File: src/rtl/tx_arb_pkg.sv
// Shared types and constants for the byte-serialising transmit arbiter.
package tx_arb_pkg;

  typedef enum logic [1:0] {
    IDLE  = 2'd0,
    ISSUE = 2'd1,
    GUARD = 2'd2
  } state_e;

  localparam logic [7:0] HDR_BASE = 8'hA0;
  localparam int         ID_W     = 4;

  function automatic logic [7:0] header_byte(input logic [ID_W-1:0] id);
    return HDR_BASE | {{(8-ID_W){1'b0}}, id};
  endfunction

endpackage

File: src/rtl/tx_arbiter_rr_pick.sv
// Round-robin selector: first asserted request at or after ptr_in, wrapping.
module rr_pick
  import tx_arb_pkg::*;
#(
  parameter int NUM_REQ = 4
) (
  input  logic [NUM_REQ-1:0] req_in,
  input  logic [ID_W-1:0]    ptr_in,
  output logic [ID_W-1:0]    grant_out,
  output logic               any_out
);

  logic [2*NUM_REQ-1:0] rotated;

  // Rotate so bit i means "requester ptr+i"; scanning high-to-low leaves the
  // lowest offset as the final winner.
  always_comb begin
    rotated   = {req_in, req_in} >> ptr_in;
    grant_out = '0;
    any_out   = 1'b0;
    for (int i = NUM_REQ - 1; i >= 0; i--) begin
      if (rotated[i]) begin
        any_out   = 1'b1;
        grant_out = ID_W'((int'(ptr_in) + i) % NUM_REQ);
      end
    end
  end

endmodule

File: src/rtl/tx_arbiter.sv
// Round-robin arbiter that frames one requester word into header + LSB-first
// bytes and feeds them one at a time to a downstream byte serializer.
//   state | meaning
//   IDLE  | arbitrating; ready offered to the selected requester
//   ISSUE | waiting for tx not busy, then strobing the current byte
//   GUARD | one cycle covering the tx busy-assert latency
module tx_arbiter
  import tx_arb_pkg::*;
#(
  parameter int NUM_REQ    = 4,
  parameter int WORD_BYTES = 4
) (
  input  logic                                 clk_in,
  input  logic                                 rst_in,
  input  logic [NUM_REQ-1:0]                   req_valid_in,
  input  logic [NUM_REQ-1:0][WORD_BYTES*8-1:0] req_data_in,
  output logic [NUM_REQ-1:0]                   req_ready_out,
  input  logic                                 tx_busy_in,
  output logic                                 tx_new_data_out,
  output logic [7:0]                           tx_data_out,
  output logic                                 busy_out,
  output logic [ID_W-1:0]                      grant_id_out
);

  localparam int W    = WORD_BYTES * 8;
  localparam int BI_W = 4;

  state_e            state_q, state_d;
  logic [ID_W-1:0]   rr_ptr_q, rr_ptr_d;
  logic [ID_W-1:0]   grant_q, grant_d;
  logic [BI_W-1:0]   byte_idx_q, byte_idx_d;
  logic [W-1:0]      shift_q, shift_d;
  logic              tx_new_q, tx_new_d;
  logic [7:0]        tx_data_q, tx_data_d;

  logic [ID_W-1:0]   pick;
  logic              any_valid;
  logic [W-1:0]      pick_word;

  rr_pick #(.NUM_REQ(NUM_REQ)) u_rr_pick (
    .req_in    (req_valid_in),
    .ptr_in    (rr_ptr_q),
    .grant_out (pick),
    .any_out   (any_valid)
  );

  always_comb begin
    pick_word = '0;
    for (int i = 0; i < NUM_REQ; i++) begin
      if (pick == ID_W'(i)) pick_word = req_data_in[i];
    end
  end

  assign req_ready_out = (!rst_in && state_q == IDLE && any_valid)
                         ? ({{(NUM_REQ-1){1'b0}}, 1'b1} << pick) : '0;

  always_comb begin
    state_d    = state_q;
    rr_ptr_d   = rr_ptr_q;
    grant_d    = grant_q;
    byte_idx_d = byte_idx_q;
    shift_d    = shift_q;
    tx_new_d   = 1'b0;
    tx_data_d  = tx_data_q;
    case (state_q)
      IDLE: begin
        if (any_valid) begin
          shift_d    = pick_word;
          grant_d    = pick;
          rr_ptr_d   = (pick == ID_W'(NUM_REQ - 1)) ? '0 : pick + ID_W'(1);
          byte_idx_d = '0;
          state_d    = ISSUE;
        end
      end
      ISSUE: begin
        if (!tx_busy_in) begin
          tx_new_d = 1'b1;
          // Byte 0 is the header; payload bytes are consumed from the LSB end.
          if (byte_idx_q == '0) begin
            tx_data_d = header_byte(grant_q);
          end else begin
            tx_data_d = shift_q[7:0];
            shift_d   = shift_q >> 8;
          end
          state_d = GUARD;
        end
      end
      GUARD: begin
        if (byte_idx_q == BI_W'(WORD_BYTES)) begin
          state_d = IDLE;
        end else begin
          byte_idx_d = byte_idx_q + BI_W'(1);
          state_d    = ISSUE;
        end
      end
      default: state_d = IDLE;
    endcase
  end

  always_ff @(posedge clk_in) begin
    if (rst_in) begin
      state_q    <= IDLE;
      rr_ptr_q   <= '0;
      grant_q    <= '0;
      byte_idx_q <= '0;
      shift_q    <= '0;
      tx_new_q   <= 1'b0;
      tx_data_q  <= 8'h00;
    end else begin
      state_q    <= state_d;
      rr_ptr_q   <= rr_ptr_d;
      grant_q    <= grant_d;
      byte_idx_q <= byte_idx_d;
      shift_q    <= shift_d;
      tx_new_q   <= tx_new_d;
      tx_data_q  <= tx_data_d;
    end
  end

  assign tx_new_data_out = tx_new_q;
  assign tx_data_out     = tx_data_q;
  assign busy_out        = (state_q != IDLE);
  assign grant_id_out    = grant_q;

endmodule

File: config.mk
export PLATFORM = sky130hd
export DESIGN_NAME = tx_arbiter
export DESIGN_NICKNAME = d
export VERILOG_FILES = /design/src/rtl/tx_arb_pkg.sv /design/src/rtl/tx_arbiter_rr_pick.sv /design/src/rtl/tx_arbiter.sv
export SDC_FILE = /design/constraint.sdc
export NUM_CORES = 1
export LEC_CHECK = 0
export BUFFER_PORTS_ARGS = -buffer_cell sky130_fd_sc_hd__buf_2
export CAP_MARGIN = 0
export CORE_MARGIN = 5
export CORE_UTILIZATION = 49
export CTS_CLUSTER_SIZE = 20
export DETAILED_ROUTE_END_ITERATION = 10
export GPL_ROUTABILITY_DRIVEN = 0
export PLACE_DENSITY = 0.81
export SETUP_SLACK_MARGIN = 0.05
export SYNTH_ARGS = -nofsm -noshare
export SYNTH_HDL_FRONTEND = slang
export SYNTH_HIERARCHICAL = 1
export SYNTH_SLANG_ARGS = --single-unit
export TNS_END_PERCENT = 20
File: constraint.sdc
create_clock -name clk_in -period 3.98 [get_ports clk_in]
set_clock_uncertainty 0.1 [all_clocks]
set_input_delay 0.199 -clock clk_in [delete_from_list [all_inputs] [get_ports clk_in]]
set_output_delay 0.199 -clock clk_in [all_outputs]
set_load 0.05 [all_outputs]
; Word-level counts from Yosys, hierarchy flattened
; Cells that the tools add are included.
[op_classes]
n_addsub = 5
eq_ne = 10
shift = 2
mux = 27
bitwise_logic = 5
n_reduce_logical = 18
[ops]
columns = op, n
row1 = 32-bit two-way mux, 7
row2 = 32-bit case mux with 2 select lines, 1
row3 = 4-bit two-way mux, 8
row4 = 4-bit by 1-bit adder with 4-bit output (second input constant), 2
row5 = 4-bit by 2-bit equality test with 1-bit output (second input constant), 2
row6 = 4-bit logical NOT, 2
row7 = 8-bit two-way mux, 1
row8 = 2-bit inequality test (second input constant), 4
row9 = 4-bit case mux with 2 select lines, 1
row10 = 2-bit OR reduction, 4
row11 = 8-bit by 4-bit right shift with 4-bit output, 1
row12 = 1-bit two-way mux, 6
row13 = 2-bit case mux with 3 select lines, 1
row14 = 2-bit AND reduction, 3
row15 = 2-bit nonzero test, 3
row16 = 2-bit adder (second input constant), 2
row17 = 4-bit by 1-bit equality test with 1-bit output (second input constant), 1
row18 = 4-bit by 3-bit equality test with 1-bit output (second input constant), 1
row19 = 2-bit two-way mux, 2
row20 = 4-bit AND reduction, 1
row21 = 1-bit by 4-bit << shifter with 4-bit output (first input constant), 1
row22 = 1-bit AND (first input constant), 3
row23 = 3-bit AND reduction, 1
row24 = 2-bit by 1-bit adder with 2-bit output (second input constant), 1
row25 = 6 further kinds, 8
[totals]
ff_bits = 55
input_bits = 135

; Depth between registers and ports, before layout
; Gate-level depths: netlist of run 1.
[logic_depth]
depth_word = 14
mapped_depth = 14
ltp_nobuf = 10

; Cells and area by module
; The synthesis of run 1 kept the hierarchy.
[by_module_without_submodules]
columns = mod, n_inst, cells_each, area_each_um2, seq_area_each_um2
row1 = tx_arbiter, 1, 377, 3244.4, 1101.1
row2 = rr_pick, 1, 40, 319.1, 0.0

; Worst setup path before layout of run 1
; Ideal clock, no wire load.
[synth_path]
kind = reg-to-reg
startpoint = register rr_ptr_q[1]
endpoint = register shift_q[18]
setup_time_ps = 136
t_arrival_ps = 3224
required_time_ps = 3744
slack_ps = 519
path_stages_with_launch = 14
synth_period_minus_slack_ps = 3461
cell_sequence = dfxtp_1 > buf_6 > or3b_2 > o211ai_2 > nand4b_1 > a211oi_1 > inv_1 > ha_1 > or2_2 > clkbuf_1 > buf_2 > a221o_1 > o2111ai_1 > a311oi_2
[synth_lines]
columns = element, line
row1 = "start, declared", tx_arbiter.sv:29  ; logic [ID_W-1:0] rr_ptr_q, rr_ptr_d;
row2 = "start signal, assigned", tx_arbiter.sv:111  ; rr_ptr_q <= rr_ptr_d;
row3 = 8-bit by 4-bit right shift with 4-bit output *, tx_arbiter_rr_pick.sv:18  ; rotated = {req_in, req_in} >> ptr_in;
row4 = 4-bit two-way mux (3 in a row), tx_arbiter_rr_pick.sv:22  ; if (rotated[i]) begin
row5 = 4-bit two-way mux *, tx_arbiter_rr_pick.sv:22
row6 = named net pick[0], tx_arbiter.sv:36  ; logic [ID_W-1:0] pick;
row7 = 4-bit logical NOT, tx_arbiter.sv:50  ; if (pick == ID_W'(i)) pick_word = req_data_in[i];
row8 = 32-bit two-way mux (3 in a row), tx_arbiter.sv:50
row9 = 32-bit two-way mux *, tx_arbiter.sv:50
row10 = 32-bit two-way mux *, tx_arbiter.sv:67  ; if (any_valid) begin
row11 = 32-bit case mux with 2 select lines *, tx_arbiter.sv:65  ; case (state_q)
row12 = "end signal, assigned", tx_arbiter.sv:114  ; shift_q <= shift_d;
row13 = "end, declared", tx_arbiter.sv:32  ; logic [W-1:0] shift_q, shift_d;
; Mark *: on every way through the listed nets, which the timed path passes. The rest lies on a longest branch. The select of a mux whose other input is x is not followed.
; A chain may end at the register's enable or synchronous reset.

; Worst setup path in the final report of run 1
[layout_path]
startpoint = register rr_ptr_q[1]
endpoint = output port req_ready_out[0]
[layout_lines]
columns = element, line
row1 = 8-bit by 4-bit right shift with 4-bit output *, tx_arbiter_rr_pick.sv:18
row2 = 1-bit two-way mux (3 in a row), tx_arbiter_rr_pick.sv:22
row3 = 1-bit two-way mux *, tx_arbiter_rr_pick.sv:22
row4 = named net any_valid, tx_arbiter.sv:37  ; logic any_valid;
row5 = 1-bit logical AND *, tx_arbiter.sv:54  ; assign req_ready_out = (!rst_in && state_q == IDLE && any_valid)
row6 = 4-bit two-way mux *, tx_arbiter.sv:55  ; ? ({{(NUM_REQ-1){1'b0}}, 1'b1} << pick) : '0;
row7 = "end, declared", tx_arbiter.sv:17  ; output logic [NUM_REQ-1:0] req_ready_out,
; Mark *: on every way through the listed nets, which the timed path passes. The rest lies on a longest branch.

==> results of run 1 <==
cells in the mapped netlist, types with 2 or more instances:
| cell type | count | share of area [%] |
|---|---|---|
| nand2_1 | 46 | 4.8 |
| nor2b_1 | 11 | 1.9 |
| nor3_1 | 8 | 1.1 |
| or2b_1 | 10 | 2.1 |
| a311oi_2 | 5 | 2.1 |
| buf_4 | 6 | 1.3 |
| a221oi_1 | 8 | 2.0 |
| nand2b_1 | 19 | 3.3 |
| nand3_1 | 6 | 0.84 |
| nor2_1 | 43 | 4.5 |
| or3b_1 | 2 | 0.49 |
| or3b_2 | 2 | 0.49 |
| clkbuf_1 | 23 | 2.4 |
| o22ai_1 | 3 | 0.53 |
| or2_2 | 2 | 0.35 |
| mux2i_1 | 9 | 2.5 |
| a221o_1 | 24 | 6.7 |
| o31ai_1 | 8 | 1.7 |
| o2111ai_1 | 24 | 5.9 |
| buf_6 | 4 | 1.3 |
| buf_2 | 9 | 1.3 |
| a22oi_1 | 2 | 0.42 |
| xor2_1 | 4 | 0.98 |
| a311oi_1 | 20 | 4.9 |
| a31oi_1 | 2 | 0.35 |
| a21oi_1 | 11 | 1.5 |
| inv_1 | 5 | 0.53 |
| a22o_1 | 8 | 2.0 |
| nand3b_1 | 3 | 0.63 |
| and3_1 | 2 | 0.35 |
| ha_1 | 6 | 2.1 |
| a211oi_1 | 6 | 1.3 |
| dfxtp_1 | 55 | 31 |
flip-flops by register name (all words and copies together), names as in the netlist:
signal / cells
tx_new_data_out: 1
tx_data_out: 8
shift_q: 32
rr_ptr_q: 4
state_q: 2
byte_idx_q: 4
grant_id_out: 4
through the flow:
| step | power, uW | setup WS [ps] | instance area, um^2 |
|---|---|---|---|
| 2_1_floorplan | 2800 | 519 | 3570 |
| 3_5_place_dp | 3270 | 429 | 4340 |
| 3_3_place_gp | 3200 | 576 | 4340 |
| 6_report | 3610 | 320 | 4440 |
| 4_1_cts | 3610 | 303 | 4440 |
| 5_1_grt | 3910 | 64.9 | 4440 |
final cells by class:
type | count | area (um^2) | area share, %
Tap cell | 99 | 124 | 2.79
Multi-Input combinational cell | 314 | 2220 | 50.0
Sequential cell | 55 | 1100 | 24.8
Timing Repair Buffer | 167 | 873 | 19.7
Clock buffer | 5 | 68.8 | 1.55
Inverter | 6 | 25.0 | 0.564
Clock inverter | 3 | 27.5 | 0.620
layout by cell type, fill, tap and decap left out, drive strengths merged, types with 2 or more instances in the layout:
cell type,synthesis,layout
a211oi,6,6
a21oi,11,11
a221o,24,24
a221oi,8,8
a22o,8,8
a22oi,3,3
a311oi,25,25
a31oi,2,2
and3,2,2
buf,19,167
clkbuf,24,5
conb,1,2
dfxtp,55,55
ha,6,6
inv,6,7
mux2i,9,9
nand2,46,46
nand2b,19,19
nand3,6,6
nand3b,3,3
nor2,43,43
nor2b,11,11
nor3,9,9
nor3b,3,3
o2111ai,24,24
o22ai,3,3
o31ai,8,8
or2,2,2
or2b,10,10
or3b,4,4
xor2,4,4
where the power goes:
part | switching, uW | internal (uW)
Clock | 206 | 130
Combinational | 1430 | 1010
Sequential | 126 | 702
Total | 1760 | 1840
routing by layer:
| metal | track usage (%) | part of all wire [%] | vias up |
|---|---|---|---|
| li1 | - | - | 1853 |
| met3 | 4.34 | 6.0 | 15 |
| met4 | 6.61 | 1.6 | 0 |
| met5 | 0 | 0 | - |
| met1 | 29.3 | 42 | 1744 |
| met2 | 40.3 | 51 | 127 |
worst paths after layout:
check | end | depth (start not counted)
setup reg to reg | shift_q[23] | 11
setup / recovery | req_ready_out[0] | 8
hold / removal | shift_q[28] | 4
hold reg to reg | shift_q[0] | 2
kinds of logic after synthesis:
kind of cell               count (synthesis)  share of synthesized area [%]
muxes                                     11                           3.48
xor gates and xnor gates                   4                          0.983
and+or+nand+nor                          164                           24.2
DFF                                       55                           30.9
adders and majority gates                  6                           2.11
buffers and inverters                     49                           7.06
AOI/OAI and AO/OA                        127                           31.2
other                                      1                          0.105
critical path: stages, from the launching register on:
cell       delay, ps
dfxtp_1          590
or2b_1           330
a2bb2oi_1        190
nor4b_2          180
nor2_1           130
or3b_1           590
or4_1            550
nor3_1           200
buf_2            300
==> flow_summary.toml, run 1 <==
[global_route]
grt_pass1_wl_mm = 17.0
grt_antenna_before_repair = 0
grt-ovfl-total = 0
grt_max_degree = 51
grt_pass1_vias = 3695
grt_use_total_pct = 23.3

[setup_path]
crit_start = "rr_ptr_q[1]"
cp-start-kind = "flop"
path_class = "flop to output port"
timing.rr.start = "rr_ptr_q[0]"
cp_max_fo = 13
reg2reg_slack_ps = 340
crit_arrival_ps = 3360
required_ps = 3680
end_kind = "output port"

[layout]
final_core_util_pct = 61.9
diodes = 0
drive_gt1_share_pct = 35.6
layout.cells.non_filler = 649
nFillCells = 661
area_growth_pct = 24.6
final_nets = 690

[timing]
slew_headroom_pct = 24.0
hold_ws_ps = 88.5
final.setup.tns_ps = 0
period_share_pct = 92.0
maxSlewViolCount = 0
period_needed_ps = 3660
worst_slew_pin_slew_ps = 1140
finalSetupViolCount = 0
max_freq_mhz = 273
hold_viol = 0
rsz0062_at_grt = "false"

[clock_network]
clock-sinks = 55
cts_resized = 0
cts_tree = "yes"
post_cts_buffers = 0
cts_hold_buf = 0
htreeDepth = 2
cts_buffers = 5
root_buffer = "clkbuf_8"
insertion_delay_ps = 320
cts.clk_slew.worst_paths_ps = 110
clk_path_buf_depth = 2

[synthesis]
synthArstFlopShare_pct = 0
syn_inst = 417
ys_types = 54
syn_avg_cell_area_um2 = 8.55
synth-seq-area-share_pct = 30.9
ys_warn_count = 6
ys_ff_latch = 55
synth_flop_cell = "dfxtp_1"
netlist_area_um2 = 3560
synth-edff-count = 0

[die]
num_rows = 31
initial_core_util_pct = 49.7
dieHeight_um = 95.3
io_pins = 153
die_x_um = 95.3
core_um2 = 7180
fp.dieArea_um2 = 9080

[drt]
dr_total_vias = 3739
wl_mm = 10.5
drtIter0Drc = 223
dr.pass1.iters = 5
viasPerCell = 5.76
routedWlPerCell_um = 16.1
ant_nets = 0
drc = 0

[hold_path]
hp-start = "req_data_in[124]"
min_path_type = "input pin to flop"

[place]
place_inst = 641
hpwl_mm = 8.00
port_buffers = 152

[power_and_ir_drop]
ir_drop_mv = 0.459
p_leak_uw = 0.00182
power_density_nw_per_um2 = 812

[run_status]
status = "finished clean"

[flow_run]
maxCapViolCount = 0
No activity file was read; power rests on OpenSTA's default activity.
==> inputs of run 2 (changes only) <==
--- a/config.mk
+++ b/config.mk
@@ -5,10 +5,11 @@
 export SDC_FILE = /design/constraint.sdc
 export NUM_CORES = 1
 export LEC_CHECK = 0
+export ABC_AREA = 1
 export BUFFER_PORTS_ARGS = -buffer_cell sky130_fd_sc_hd__buf_2
 export CAP_MARGIN = 0
 export CORE_MARGIN = 5
-export CORE_UTILIZATION = 49
+export CORE_UTILIZATION = 52
 export CTS_CLUSTER_SIZE = 20
 export DETAILED_ROUTE_END_ITERATION = 10
 export GPL_ROUTABILITY_DRIVEN = 0
==> flow_summary.toml, run 2 <==
[run_status]
status = "finished clean"

[timing]
slew_headroom_pct = 19.1
period_needed_ps = 3210
final.setup.tns_ps = 0
period_share_pct = 80.7
rsz0062_at_grt = "false"
hold_viol = 0
max_freq_mhz = 311
worst_slew_pin_slew_ps = 1210
maxSlewViolCount = 0
finalSetupViolCount = 0

[drt]
drc = 0
dr_total_vias = 5268
ant_nets = 0
wl_mm = 13.1
dr.pass1.iters = 5
viasPerCell = 4.99
drtIter0Drc = 368
routedWlPerCell_um = 12.4

[setup_path]
crit_arrival_ps = 3350
cp_max_fo = 32
required_ps = 4120
end_kind = "flop"
reg2reg_depth = 17
crit_start = "rr_ptr_q[1]"
timing.rr.start = "rr_ptr_q[1]"
path_class = "flop to flop"
cp-start-kind = "flop"

[synthesis]
synth_top_cell_area_share_pct = 24.2
synth_most_common_cell = "nand2_1"
yosys.area.top_type = "dfxtp_1"
synthArstFlopShare_pct = 0
synth-edff-count = 0
netlist_area_um2 = 4540
synth.top_cells.by_area = "dfxtp_1 (24%), nand2_1 (22%), nand3_1 (13%)"
synthTopCellsByCount = "nand2_1 (272), inv_1 (145), nand3_1 (118)"
ys_types = 30
syn_inst = 835
synth-seq-area-share_pct = 24.2
ys_warn_count = 6
synth_flop_cell = "dfxtp_1"
ys_ff_latch = 55
syn_avg_cell_area_um2 = 5.44

[global_route]
grt_antenna_before_repair = 0
grt_pass1_vias = 4879
grt-ovfl-total = 0
grt_max_degree = 100
grt_use_total_pct = 24.7
grt_pass1_wl_mm = 21.5

[clock_network]
insertion_delay_ps = 300
cts_hold_buf = 0
cts_buffers = 5
cts_tree = "yes"
clk_path_buf_depth = 2
htreeDepth = 2
cts_resized = 0
post_cts_buffers = 0
clock-sinks = 55
cts.clk_slew.worst_paths_ps = 100
root_buffer = "clkbuf_8"

[die]
die_x_um = 103
dieHeight_um = 103
num_rows = 34
fp.dieArea_um2 = 10700
initial_core_util_pct = 52.6
core_um2 = 8640
io_pins = 153

[layout]
top_register = "shift_q"
final_core_util_pct = 61.7
largest_reg_flops = 32
mostFrequentLayoutCell = "nand2_1"
layout_common_cells = "nand2_1 (271), buf_2 (152), inv_1 (145)"
area_growth_pct = 17.3
final_nets = 1088
diodes = 0
drive_gt1_share_pct = 19.2

[hold_path]
min_path_type = "input pin to flop"
hp-start = "req_data_in[117]"
min_path_cells = 5

[power_and_ir_drop]
p_leak_uw = 0.00314
ir_drop_mv = 0.388
fin_total_pwr_uw = 3540
power_density_nw_per_um2 = 665

[place]
hpwl_mm = 9.94
port_buffers = 152

[flow_run]
maxCapViolCount = 0
[run 2: metal layers]
| metal | GRT usage (%) | part of all wire (%) |
|---|---|---|
| met1 | 32.2 | 43 |
| met2 | 42.5 | 49 |
| met3 | 4.02 | 6.1 |
| met4 | 6.47 | 2.6 |
| met5 | 0 | 0 |
[run 2: worst paths after layout]
path                            slack [ps]              to
worst max-delay path                   770      shift_q[5]
worst min-delay path                   160     shift_q[21]
worst max register to register         770      shift_q[5]
worst min register to register         350  tx_data_out[5]
[run 2: stage by stage]
stage          cells  area (um^2)  hold WS (ps)  setup WS [ps]
6_report        1056         5330           165            768
5_1_grt         1056         5330           184            438
4_1_cts         1056         5330           160            794
3_5_place_dp    1048         5230           343            834
3_3_place_gp    1048         5230           346            869
2_1_floorplan    836         4550           330            836
[run 2: logic make-up (layout without fill, tap and decap cells)]
logic type                 after synthesis  in the layout  share of synthesized area, %
AOI/OAI and AO/OA                      112            112                          12.9
xor gates and xnor gates                 5              5                         0.964
adders and majority gates                6              6                          1.65
buffers and inverters                  206            318                          18.5
DFF                                     55             55                          24.2
other                                    1              2                        0.0825
and+or+nand+nor                        450            450                          41.7
[run 2: layout make-up]
type	instances	area [um^2]
Fill cell	910	3310
Inverter	152	573
Clock inverter	1	7.51
Sequential cell	55	1100
Clock buffer	7	96.3
Timing Repair Buffer	158	806
Multi-Input combinational cell	575	2610
Tap cell	108	135
[run 2: critical path: stages (launching register included)]
cell and delay, ps:
dfxtp_1 500, inv_2 130, nor2_4 100, nand2_1 70, nand2_2 70, inv_2 50, nor2_2 90, nand2_1 60
nand2_1 60, nand2_1 50, nand2_1 170, inv_1 160, ha_1 240, nand2_1 740, nand2_1 240, nand2_1 110
nand2_1 60, a21oi_1 110
[run 2: report_power, final]
| part | leakage [uW] | switching [uW] | internal, uW |
|---|---|---|---|
| sequential | 0.000451 | 135 | 751 |
| combinational | 0.00264 | 1610 | 711 |
| clock | 0.0000505 | 179 | 159 |
| total | 0.00314 | 1920 | 1620 |
